$ cat src/rtl/if_fetch_unit.sv
// -----------------------------------------------------------------------------
// if_fetch_unit
//
// Instruction-fetch stage sitting directly upstream of the decode stage. It owns
// the fetch PC, issues word reads on the instruction bus, and buffers returned
// instructions in a small in-order fetch queue (FQ). The FQ head is presented
// to decode as {valid, pc, inst, exception}. Redirects from execute/commit
// (branch, jump, trap, mret) flush wrong-path work; responses that were already
// in flight at the time of a redirect are counted and silently dropped.
//
// Parameters
//   XLEN      datapath / PC width
//   RESET_PC  first PC fetched after reset
//   FQ_DEPTH  fetch-queue entries; also caps the number of in-flight requests
//
// Ports
//   clk              clock, all state updates on the rising edge
//   rst_n            synchronous reset, active low
//   redirect_valid   redirect fetch to redirect_pc this cycle (highest priority)
//   redirect_pc      new fetch PC
//   id_ready         decode accepts the head entry (low = stall)
//   ibus_req         instruction bus read request
//   ibus_addr        request address (word aligned whenever ibus_req is high)
//   ibus_gnt         request accepted this cycle
//   ibus_rvalid      read data valid, in order, at least one cycle after gnt
//   ibus_rdata       returned instruction word
//   ibus_err         access fault on this response
//   id_valid         FQ head valid
//   id_pc            PC of the head entry
//   id_inst          head instruction zero-extended to XLEN, 0 for exceptions
//   if2id_exp_flag   head entry carries a fetch exception
//   if2id_exp_cause  0 = instruction address misaligned, 1 = access fault
// -----------------------------------------------------------------------------
module if_fetch_unit #(
  parameter int              XLEN     = 64,
  parameter logic [XLEN-1:0] RESET_PC = XLEN'(64'h8000_0000),
  parameter int              FQ_DEPTH = 2
) (
  input  logic            clk,
  input  logic            rst_n,
  input  logic            redirect_valid,
  input  logic [XLEN-1:0] redirect_pc,
  input  logic            id_ready,
  output logic            ibus_req,
  output logic [XLEN-1:0] ibus_addr,
  input  logic            ibus_gnt,
  input  logic            ibus_rvalid,
  input  logic [31:0]     ibus_rdata,
  input  logic            ibus_err,
  output logic            id_valid,
  output logic [XLEN-1:0] id_pc,
  output logic [XLEN-1:0] id_inst,
  output logic            if2id_exp_flag,
  output logic            if2id_exp_cause
);

  // Counter width holds 0..FQ_DEPTH; the credit sum needs one extra bit.
  localparam int CW = $clog2(FQ_DEPTH + 1);
  localparam int SW = CW + 1;
  localparam int PW = (FQ_DEPTH > 1) ? $clog2(FQ_DEPTH) : 1;

  // Fetch PC and control state
  logic [XLEN-1:0] pc_q;
  logic [CW-1:0]   outstanding;
  logic [CW-1:0]   discard;
  logic            halt;

  // In-flight PC queue: PCs of granted requests whose responses are still due
  logic [XLEN-1:0] inf_pc [FQ_DEPTH];
  logic [PW-1:0]   inf_wr;
  logic [PW-1:0]   inf_rd;

  // Fetch queue storage
  logic [XLEN-1:0] fq_pc    [FQ_DEPTH];
  logic [31:0]     fq_inst  [FQ_DEPTH];
  logic            fq_exp   [FQ_DEPTH];
  logic            fq_cause [FQ_DEPTH];
  logic [PW-1:0]   fq_wr;
  logic [PW-1:0]   fq_rd;
  logic [CW-1:0]   fq_count;

  // Datapath / handshake decode
  logic            aligned;
  logic            credit_ok;
  logic            issue;
  logic            resp_live;
  logic            resp_take;
  logic            misalign_push;
  logic            fq_push;
  logic            fq_pop;
  logic            set_halt;
  logic [XLEN-1:0] push_pc;
  logic [31:0]     push_inst;
  logic            push_exp;
  logic            push_cause;

  // Circular pointer increment that also works for non power-of-two depths.
  function automatic logic [PW-1:0] ptr_inc(input logic [PW-1:0] p);
    return (p == PW'(FQ_DEPTH - 1)) ? '0 : p + PW'(1);
  endfunction

  assign aligned = (pc_q[1:0] == 2'b00);

  // Every granted request reserves an FQ slot until its entry is consumed, so
  // the queue can never overflow. Counts are registered, so a pop this cycle
  // only frees credit from the next cycle on.
  assign credit_ok = (SW'(outstanding) + SW'(fq_count)) < SW'(FQ_DEPTH);

  assign ibus_req  = rst_n & ~redirect_valid & ~halt & aligned & credit_ok;
  assign ibus_addr = pc_q;
  assign issue     = ibus_req & ibus_gnt;

  // A response only counts if something is actually outstanding; anything
  // else is a leftover from before a reset and is ignored.
  assign resp_live = ibus_rvalid & (outstanding != '0);
  assign resp_take = resp_live & ~redirect_valid & (discard == '0);

  // A misaligned PC produces an exception entry instead of a bus access, but
  // only after older requests have drained so the entry stays in program order.
  assign misalign_push = ~redirect_valid & ~halt & ~aligned &
                         (outstanding == '0) & (fq_count < CW'(FQ_DEPTH));

  assign fq_push  = resp_take | misalign_push;
  assign fq_pop   = id_valid & id_ready & ~redirect_valid;
  assign set_halt = (resp_take & ibus_err) | misalign_push;

  // Select the entry written into the FQ this cycle.
  always_comb begin
    push_pc    = pc_q;
    push_inst  = '0;
    push_exp   = 1'b1;
    push_cause = 1'b0;
    if (resp_take) begin
      push_pc    = inf_pc[inf_rd];
      push_inst  = ibus_err ? 32'h0 : ibus_rdata;
      push_exp   = ibus_err;
      push_cause = ibus_err;
    end
  end

  // Control state. Redirect wins over everything except reset: it flushes both
  // queues and turns the still-pending responses into a discard count.
  always_ff @(posedge clk) begin
    if (!rst_n) begin
      pc_q        <= RESET_PC;
      outstanding <= '0;
      discard     <= '0;
      halt        <= 1'b0;
      inf_wr      <= '0;
      inf_rd      <= '0;
      fq_wr       <= '0;
      fq_rd       <= '0;
      fq_count    <= '0;
    end else begin
      outstanding <= outstanding + CW'(issue) - CW'(resp_live);
      if (redirect_valid) begin
        pc_q     <= redirect_pc;
        halt     <= 1'b0;
        discard  <= outstanding - CW'(resp_live);
        inf_wr   <= '0;
        inf_rd   <= '0;
        fq_wr    <= '0;
        fq_rd    <= '0;
        fq_count <= '0;
      end else begin
        if (issue) begin
          pc_q   <= pc_q + XLEN'(4);
          inf_wr <= ptr_inc(inf_wr);
        end
        if (resp_take) begin
          inf_rd <= ptr_inc(inf_rd);
        end
        if (resp_live && (discard != '0)) begin
          discard <= discard - CW'(1);
        end
        if (set_halt) begin
          halt <= 1'b1;
        end
        if (fq_push) begin
          fq_wr <= ptr_inc(fq_wr);
        end
        if (fq_pop) begin
          fq_rd <= ptr_inc(fq_rd);
        end
        fq_count <= fq_count + CW'(fq_push) - CW'(fq_pop);
      end
    end
  end

  // Queue storage needs no reset: the counters and pointers decide validity.
  always_ff @(posedge clk) begin
    if (issue) begin
      inf_pc[inf_wr] <= pc_q;
    end
    if (fq_push) begin
      fq_pc[fq_wr]    <= push_pc;
      fq_inst[fq_wr]  <= push_inst;
      fq_exp[fq_wr]   <= push_exp;
      fq_cause[fq_wr] <= push_cause;
    end
  end

  // Decode sees only registered FQ state; fields read as zero when empty.
  assign id_valid        = (fq_count != '0);
  assign id_pc           = id_valid ? fq_pc[fq_rd] : '0;
  assign id_inst         = id_valid ? XLEN'(fq_inst[fq_rd]) : '0;
  assign if2id_exp_flag  = id_valid & fq_exp[fq_rd];
  assign if2id_exp_cause = id_valid & fq_cause[fq_rd];

endmodule
$ cat config.mk
export PLATFORM = sky130hd
export DESIGN_NAME = if_fetch_unit
export DESIGN_NICKNAME = d
export VERILOG_FILES = /design/src/rtl/if_fetch_unit.sv
export SDC_FILE = /design/constraint.sdc
export NUM_CORES = 1
export LEC_CHECK = 0
export CAP_MARGIN = 30
export CORE_ASPECT_RATIO = 0.75
export CORE_MARGIN = 2
export CORE_UTILIZATION = 45
export DETAILED_ROUTE_END_ITERATION = 12
export PLACE_DENSITY = 0.69
export SYNTH_ARGS = -nofsm -noshare
export SYNTH_HDL_FRONTEND = slang
export SYNTH_SLANG_ARGS = --single-unit
export TNS_END_PERCENT = 100
$ cat constraint.sdc
create_clock -name clk -period 9.2 [get_ports clk]
set_clock_uncertainty 0.15 [all_clocks]
set_input_delay 2.3 -clock clk [delete_from_list [all_inputs] [get_ports clk]]
set_output_delay 2.3 -clock clk [all_outputs]
set_load 0.02 [all_outputs]
==> key figures, run 1 <==
Final layout
  – Register area: between 10000 and 15000 um2
  – Layout cell share with drive strength beyond 1: 5.193%
  – Area grow syn2layout: 24.76%
  – Commonest non-fill, non-tap cell in the layout: edfxtp_1
  – Finished Cell Area: 21890 um2
  – Final #Nets: 1795
  – Most frequent cells in the layout: 324 x edfxtp_1, 265 x clkdlybuf4s50_1, 202 x nor2_1
  – Multi-input logic area: between 5000 and 6000 um2
  – Fillers: 3152
  – Final cell count without fillers: 2227
  – Final core utilization: 57.01%

CTS
  – Post-CTS setup buffers: 0
  – CTS Buf Count: 40
  – CTS tree: yes
  – Post_cts resized: 0
  – Worst-path clk slew: approximately 0.06 ns
  – Root Buffer: clkbuf_16
  – Hold_buf cts: 0
  – # H-tree levels: 2
  – CTS max path bufs: 3
  – Clk sinks: 401
  – Clk Latency, worst-skew pair: between 0.5 and 0.6 ns

STA
  – RSZ-0062 raised after global routing: no
  – Fmax: 141.5 MHz
  – Period utilization: 76.83%
  – Hold Vio Cnt, Final: 0
  – Setup_tns: 0 ns
  – Slew @ Worst Pin: between 0.9 and 1 ns
  – Final Max Slew Viols: 0
  – Setup violations, final: 0
  – Max_slew headroom: roughly 37%
  – Minimum clock period: 7.069 ns

Setup path
  – Critical-path top delay cell: clkdlybuf4s50_1
  – Most used cell, CP: clkdlybuf4s50_1
  – R2R Path Start: discard[0]
  – Worst R2R Setup Slack: roughly 5.5 ns
  – CP Cell Sequence: clkdlybuf4s50_1 > buf_4 > nand2b_1 > nor3b_1 > clkdlybuf4s50_1
  – Crit path DAT: 4.62 ns
  – Req. time, crit path: 6.75 ns
  – Count of cell instances traversed by the critical path: 5
  – Crit path capture: ibus_req
  – Worst-path fanout max: 36
  – CP delay by family, top: buffers and inverters
  – Critical Path Max Stage Delay: 0.73 ns
  – Startpoint Class: primary input
  – Worst reg2reg path endpoint: fq_pc[0][59]
  – Buffers and inverters on the worst path: 3
  – Cells on worst reg2reg path: 7
  – Worst setup EP type: primary output
  – Critical path type: in -> out
  – Critical path launch point: rst_n

GRT
  – Global-route wire length before repair: ~69000 um
  – Total track usage: 22.03%
  – Initial antenna violation count: 0
  – Vias in the first global route: 11575
  – Global route overflow: 0
  – Largest net degree at the start of global routing: 91

Route
  – First drt pass iteration count: 5
  – Starting DRT DRC Count: 1190
  – WL per Instance: 20.61 um
  – Total Wirelength: 45910 um
  – Routed Antenna Nets: 0
  – Total vias in the final route: about 12000
  – DR DRC count: 0
  – Drt via density: 5.508

Floorplan
  – Core area: 38400 um2
  – # IOs: 299
  – Site Rows: 62
  – Starting Density: a little under half
  – DIE WIDTH: 232.0 um
  – Die H: roughly 180 um
  – Die area: 40610 um2

Logic synthesis
  – Ys async rst share: 0%
  – EDFF count, synth: 324
  – Share of the synthesized area in the top cell type: 55.44%
  – Syn avg cell area: 12.21 um2
  – Mapped Cells: 1437
  – Largest cells by area after synthesis: edfxtp_1 55%, mux2i_1 9.6%, dfxtp_1 8.8%, nor2_1 4.4%, a21oi_1 2.6%
  – FF+latch count, synth: 401
  – Cell area after synthesis: 17550 um2
  – Sequential-to-total area share from yosys stat: 64.23%
  – Synth area leader: edfxtp_1
  – Main synth FF type: edfxtp_1
  – YS warnings: 0
  – Synth cell types: 57

Power and ir drop
  – Pwr Density: 196.8 nW/um2
  – Worst IR Drop VDD: 0.1037 mV
  – Lkg Pwr: 7.071 nW

Place
  – Area after DPL: 20680 um2
  – Placed Instances: 2153
  – GPL Wtd Cong: just over 0.8
  – Buffers on Ports: 266
  – Detailed placement HPWL: about 30000 um

Outcome
  – Status: finished, final reports clean

Worst hold path
  – Worst hold path startpoint: inf_rd
  – Min-delay worst type: reg -> reg

Run
  – Max Cap Viol: 0
-- worst min path at each step --
stage,to,slack [ns],depth (start not counted)
global placement,fq_rd,0.33,2
floorplan,flip-flop,0.32,2
CTS,inf_rd,0.36,2
finish,inf_rd,0.37,2
detailed placement,inf_rd,0.35,2
global route,inf_rd,0.40,2
-- where the power goes --
group | switching (mW) | leakage (nW) | internal, mW | total [mW]
combinational | 0.361 | 2.84 | 0.246 | 0.607
clock | 0.665 | 0.571 | 0.845 | 1.51
sequential | 0.0873 | 3.66 | 2.10 | 2.19
-- cells by family (layout without fill, tap and decap cells) --
group	count (synthesis)	after routing	synth area share, %
compound gates	195	195	6.645
xor+xnor	31	31	1.547
fa+ha+maj	8	8	0.6132
buf+inv	130	376	3.494
flops	401	401	64.23
mux	169	169	9.647
other cells	1	33	0.02137
simple gates	502	502	13.80
-- cell type report --
class	instances	share of cell area, %
sequential	401	51.52
multi-input combinational	937	26.63
timing repair buffer	290	13.26
clock buffer	59	5.132
tap	512	2.926
clock inverter	13	0.2800
inverter	14	0.2400
antenna	1	0.01143
-- Yosys cell counts (all sizes together) (7+ instances only) --
master	n
a211oi	8
a21oi	90
a31oi	10
and2	41
and3	14
and4	10
buf	52
clkbuf	64
dfxtp	77
edfxtp	324
ha	7
inv	13
mux2i	168
nand2	74
nand3	52
nand4	24
nor2	206
nor3	21
nor4	9
o211ai	15
o21ai	36
or3	14
or4	21
xnor2	13
xor2	18
-- flip-flops by register name (all words and copies together), names as in the netlist, named ones only --
signal,count
discard,2
fq_cause,2
fq_count,2
fq_exp,2
fq_inst,64
fq_pc,128
fq_rd,1
fq_wr,1
halt,1
ibus_addr,64
inf_pc,128
inf_rd,1
inf_wr,1
outstanding,2
-- through the flow --
step / hold slack (ns) / power [mW] / worst slack [ns]
2_1_floorplan: 0.3225 / 2.570 / 0.9259
3_3_place_gp: 0.3334 / 2.819 / 2.246
3_5_place_dp: 0.3493 / 2.836 / 2.210
4_1_cts: 0.3648 / 4.338 / 2.188
5_1_grt: 0.4036 / 4.471 / 2.065
6_report: 0.3663 / 4.309 / 2.131
-- layer usage --
metal	track usage, %	part of all wire, %	vias to the layer above
li1	-	-	5761
met1	32.33	45	5941
met2	33.33	45	499
met3	4.406	8.0	66
met4	6.010	2.1	0
met5	0	0	-
-- worst min-delay path, delay by kind of cell (launching register included) --
family,cells,cell delay [ns]
flops,1,0.32
xor+xnor,1,0.08
simple gates,1,0.08
(Power assumes the default switching activity.)
==> inputs of run 2 (changes only) <==
==> constraint.sdc (replaced) <==
create_clock -name clk -period 6.9 [get_ports clk]
set_clock_uncertainty 0.15 [all_clocks]
set_input_delay 1.725 -clock clk [delete_from_list [all_inputs] [get_ports clk]]
set_output_delay 1.725 -clock clk [all_outputs]
set_load 0.02 [all_outputs]
==> run 2 against run 1 <==
Compared with the run above:
- total power is 38% higher
- cell area increased by 0.78%
- die area did not move
- global-route usage increased by 0.32 points
- count of clock-buffer cells in the layout decreased by 4
- non-clock buffer count decreased by 2
- sequential power rose by 33%
- combinational power is 34% higher
- register-to-register slack worse by 2.1 ns
==> key figures, run 2 (synthesized netlist as in run 1, its figures left out) <==
STA
  – Hold Vio Cnt, Final: 0
  – RSZ-0062 raised after global routing: no
  – Max_slew headroom: about a third
  – Slew @ Worst Pin: 0.9773 ns
  – Minimum clock period: 5.562 ns
  – Setup violations, final: 0
  – Setup_tns: 0 ns
  – Final Max Slew Viols: 0
  – Hold Slack: approximately 0.37 ns
  – Period utilization: between 80% and 90%
  – Fmax: 179.8 MHz

Worst hold path
  – Min-delay worst type: reg -> reg

Place
  – Placed Instances: 2152
  – Buffers on Ports: 266
  – Area after DPL: between 20000 and 25000 um2
  – Detailed placement HPWL: just over 30000 um
  – GPL Wtd Cong: 0.8229

Setup path
  – Worst-path fanout max: 9
  – Buffers and inverters on the worst path: 2
  – Startpoint Class: primary input
  – Worst setup EP type: primary output
  – Critical-path top delay cell: clkdlybuf4s50_1
  – CP delay by family, top: buffers and inverters
  – Most used cell, CP: clkdlybuf4s50_1
  – Critical Path Max Stage Delay: 0.70 ns
  – CP Cell Sequence: clkdlybuf4s50_1 > nand2b_1 > nor3b_1 > clkdlybuf4s50_1
  – Crit path DAT: 3.69 ns
  – Req. time, crit path: 5.03 ns
  – Critical path type: in -> out

Route
  – Met1 Wirelength: 20550 um
  – Uppermost layer routed: met4
  – Starting DRT DRC Count: 971
  – Routed Antenna Nets: 0
  – Total vias in the final route: approximately 12000
  – Total Wirelength: 45720 um
  – Met2 wire length: 20910 um
  – WL per Instance: 20.53 um
  – Drt via density: 5.543
  – Routed wl met3: 3236 um
  – First drt pass iteration count: 5
  – DR DRC count: 0

Final layout
  – Commonest non-fill, non-tap cell in the layout: edfxtp_1
  – Final cell count without fillers: 2227
  – Area grow syn2layout: 25.73%
  – Layout cell share with drive strength beyond 1: 5.429%
  – Finished Cell Area: 22060 um2
  – Most frequent cells in the layout: 324 x edfxtp_1, 265 x clkdlybuf4s50_1, 202 x nor2_1
  – Final #Nets: 1794
  – Top flop regs: fq_pc (128), inf_pc (128)

CTS
  – Post_cts resized: 0
  – CTS max path bufs: 3
  – # H-tree levels: 2
  – Worst-path clk slew: 0.06 ns
  – Hold_buf cts: 0
  – CTS Buf Count: 41
  – CTS tree: yes
  – Root Buffer: clkbuf_16
  – Clk Latency, worst-skew pair: 0.54 ns
  – Post-CTS setup buffers: 0
  – Clk sinks: between 400 and 500

Floorplan
  – Die H: 175.0 um
  – # IOs: 299
  – Core area: 38400 um2
  – Site Rows: 62
  – Starting Density: 45.70%
  – Die area: 40610 um2
  – DIE WIDTH: around 230 um

Power and ir drop
  – Pwr Density: between 200 and 300 nW/um2
  – Lkg Pwr: 7.140 nW
  – Worst IR Drop VDD: 0.1418 mV
  – Final Power: 5.956 mW

GRT
  – Largest net degree at the start of global routing: 77
  – Global route overflow: 0
  – Global-route wire length before repair: 70200 um
  – Total track usage: 22.35%
  – Initial antenna violation count: 2
  – Vias in the first global route: 11918

Run
  – Max Cap Viol: 0

Outcome
  – Status: finished, final reports clean
run 2: worst paths after layout:
kind | cells past startpoint | to | slack [ns] | startpoint
hold / removal | 2 | flip-flop | 0.37 | inf_rd
setup / recovery | 4 | ibus_req | 1.34 | rst_n
hold reg to reg | 2 | flip-flop | 0.37 | inf_rd
setup reg to reg | 7 | inf_pc[0][48] | 3.35 | outstanding[0]
run 2: layer usage:
| layer | up-vias | global-route usage (%) |
|---|---|---|
| li1 | 5761 | - |
| met1 | 6038 | 32.26 |
| met2 | 478 | 34.49 |
| met3 | 68 | 4.031 |
| met4 | 0 | 6.704 |
| met5 | - | 0 |
run 2: per-stage QoR:
step | worst slack, ns | utilization [%]
floorplan | 0.4545 | -
global placement | 1.292 | 53.77
CTS | 1.309 | 57.44
global route | 1.235 | 57.46
finish | 1.338 | 57.46
detailed placement | 1.318 | 53.98
run 2: area by class of cell:
type	instances	area (um2)
Inverter	14	52.55
Tap cell	512	640.6
Fill cell	3138	16340
Clock buffer	55	1089
Antenna cell	2	5.005
Multi-Input combinational cell	937	5834
Timing Repair Buffer	288	2922
Sequential cell	401	11280
Clock inverter	18	241.5
run 2: worst reg2reg max path: cells and delay by family, from the launching register on:
kind          cells  cell delay [ns]
simple gates      4             1.80
fa+ha+maj         1             0.45
buf+inv           2             0.43
flops             1             0.41
run 2: report_power, final:
group          total [mW]  switching [mW]  internal (mW)
Clock                2.22           0.893           1.33
Combinational       0.811           0.483          0.328
Sequential           2.92           0.115           2.81
Total                5.96            1.49           4.47
==> inputs of run 3 (changes only) <==
--- a/config.mk
+++ b/config.mk
@@ -10,7 +10,7 @@
 export CORE_MARGIN = 2
 export CORE_UTILIZATION = 45
 export DETAILED_ROUTE_END_ITERATION = 12
-export PLACE_DENSITY = 0.69
+export PLACE_DENSITY = 0.72
 export SYNTH_ARGS = -nofsm -noshare
 export SYNTH_HDL_FRONTEND = slang
 export SYNTH_SLANG_ARGS = --single-unit
==> constraint.sdc (replaced) <==
create_clock -name clk -period 4.8 [get_ports clk]
set_clock_uncertainty 0.15 [all_clocks]
set_input_delay 1.2 -clock clk [delete_from_list [all_inputs] [get_ports clk]]
set_output_delay 1.2 -clock clk [all_outputs]
set_load 0.02 [all_outputs]
==> run 3 against run 2 <==
Compared with the run above:
- cell count grew 0.27%
- sequential power grew 43%
- clock power grew 32%
- sequential share of layout area grew 0.23 points
- combinational power grew 45%
- utilization shrank 0.26 points
- highest routed layer unchanged
==> key figures, run 3 (synthesized netlist as in run 1, its figures left out) <==
Place
  – Area after DPL: 20740 um2
  – Placed Instances: 2159
  – Detailed placement HPWL: between 20000 and 30000 um
  – GPL Wtd Cong: 0.8529
  – Buffers on Ports: 266

Power and ir drop
  – Comb power frac: 14.2%
  – Final Power: slightly above 8 mW
  – Clk pwr share: 35.2%
  – Pwr Density: 377.2 nW/um2
  – Psw: 2.123 mW
  – Lkg Pwr: 7.116 nW
  – Share of power burned in registers: 50.6%
  – Switching fraction of total power: approximately 26%
  – Worst IR Drop VDD: 0.2141 mV
  – Internal power: 6.161 mW

Final layout
  – Layout cell share with drive strength beyond 1: 5.811%
  – Most frequent cells in the layout: 324 x edfxtp_1, 264 x clkdlybuf4s50_1, 202 x nor2_1
  – Area grow syn2layout: 25.16%
  – Final cell count without fillers: 2233
  – Commonest non-fill, non-tap cell in the layout: edfxtp_1
  – Top flop regs: fq_pc (128), inf_pc (128)
  – Fillers: 3146
  – Finished Cell Area: ~22000 um2
  – Final #Nets: 1800
  – # diodes: 0

Setup path
  – Crit path DAT: 2.80 ns
  – Critical path type: reg -> out
  – Worst-path fanout max: 6
  – Worst R2R Setup Slack: approximately 1.5 ns
  – Cells on worst reg2reg path: 7
  – Worst setup EP type: primary output
  – R2R Path Start: outstanding[0]
  – Startpoint Class: flip-flop
  – Worst reg2reg path endpoint: ibus_addr[60]
  – Req. time, crit path: 3.45 ns

STA
  – RSZ-0062 raised after global routing: no
  – Setup violations, final: 0
  – Final Max Slew Viols: 0
  – Hold Vio Cnt, Final: 0
  – Slew @ Worst Pin: a little under 1 ns
  – Hold Slack: approximately 0.36 ns
  – Fmax: 240.9 MHz
  – Period utilization: roughly 86%
  – Max_slew headroom: 33.72%
  – Minimum clock period: 4.150 ns
  – Setup_tns: 0 ns

Floorplan
  – DIE WIDTH: around 230 um
  – # IOs: 299
  – Core area: 38400 um2
  – Die area: 40610 um2
  – Site Rows: 62
  – Die H: 175.0 um
  – Starting Density: 45.70%

Run
  – Max Cap Viol: 0

Route
  – Total Wirelength: 45070 um
  – Total vias in the final route: 12288
  – Starting DRT DRC Count: 1100
  – First drt pass iteration count: 5
  – Drt via density: around 5.5
  – Routed Antenna Nets: 0
  – WL per Instance: approximately 20 um
  – DR DRC count: 0

GRT
  – Initial antenna violation count: 0
  – Largest net degree at the start of global routing: between 100 and 150
  – Total track usage: 22.08%
  – GRT met2 Usage: 33.79%
  – GRT met1 Usage: between 30% and 40%
  – Met3 global-route usage: 4.618%
  – Global-route wire length before repair: 69190 um
  – Vias in the first global route: 12104
  – Grt peak-use layer: met2
  – Global route overflow: 0

CTS
  – Clk Latency, worst-skew pair: 0.56 ns
  – Post-CTS setup buffers: 0
  – Clk sinks: 401
  – CTS tree: yes
  – CTS max path bufs: 3
  – Post_cts resized: 0
  – Root Buffer: clkbuf_16
  – Worst-path clk slew: 0.06 ns
  – Hold_buf cts: 0
  – # H-tree levels: 2
  – CTS Buf Count: 40

Worst hold path
  – Hold Path Sink: fq_rd
  – Hold Path Depth: 2
  – Min-delay worst type: reg -> reg
  – Worst hold path startpoint: fq_rd

Outcome
  – Status: finished, final reports clean
==> run 3: changes by cell type in the layout (fill, tap and decap cells not counted), moves of 2 or more <==
cell / before / now
buf_4: 14 / 25
inv_6: 0 / 2
clkbuf_8: 1 / 5
diode_2: 2 / 0
bufinv_16: 6 / 0
==> run 3: power groups by stage <==
stage	registers, mW	clock network, mW	logic (mW)
3_3_place_gp	4.25	0	1.16
2_1_floorplan	4.25	0	0.661
5_1_grt	4.21	3.12	1.28
4_1_cts	4.19	2.98	1.19
3_5_place_dp	4.26	0	1.18
6_report	4.19	2.92	1.18
==> run 3: area by class of cell <==
cell class	instances	area (um2)	area share (%)
Sequential cell	401	11280	51.35
Multi-Input combinational cell	937	5834	26.57
Timing Repair Buffer	295	2935	13.37
Clock buffer	60	1147	5.224
Tap cell	512	640.6	2.917
Clock inverter	14	73.82	0.3361
Inverter	14	52.55	0.2393
==> run 3: worst max-delay path by stage <==
stage,startpoint,endpoint,slack (ns),depth (start not counted)
6_report,outstanding[0],ibus_req,0.65,5
5_1_grt,fq_count[0],ibus_req,0.56,5
4_1_cts,outstanding[0],ibus_req,0.66,5
3_5_place_dp,rst_n,ibus_addr[62],0.68,9
3_3_place_gp,rst_n,ibus_addr[62],0.74,9
2_1_floorplan,redirect_valid,fq_cause[1],0.59,4
==> run 3: through the flow <==
stage,setup WS [ns],util [%]
2_1_floorplan,0.5929,-
3_3_place_gp,0.7445,54.01
3_5_place_dp,0.6782,54.01
4_1_cts,0.6567,57.19
5_1_grt,0.5567,57.19
6_report,0.6495,57.19
==> run 3: metal layers <==
metal | vias to the layer above | wire [um]
met1 | 5914 | 19800
li1 | 5772 | -
met5 | - | 0
met3 | 87 | 3782
met4 | 0 | 1396
met2 | 515 | 20090
==> run 3: worst max-delay path, cell delays in order (launching register included) <==
cell	delay (ns)
dfxtp_1	0.42
and2_1	0.18
fa_1	0.45
nor4_1	0.47
nor3b_1	0.50
buf_4	0.23
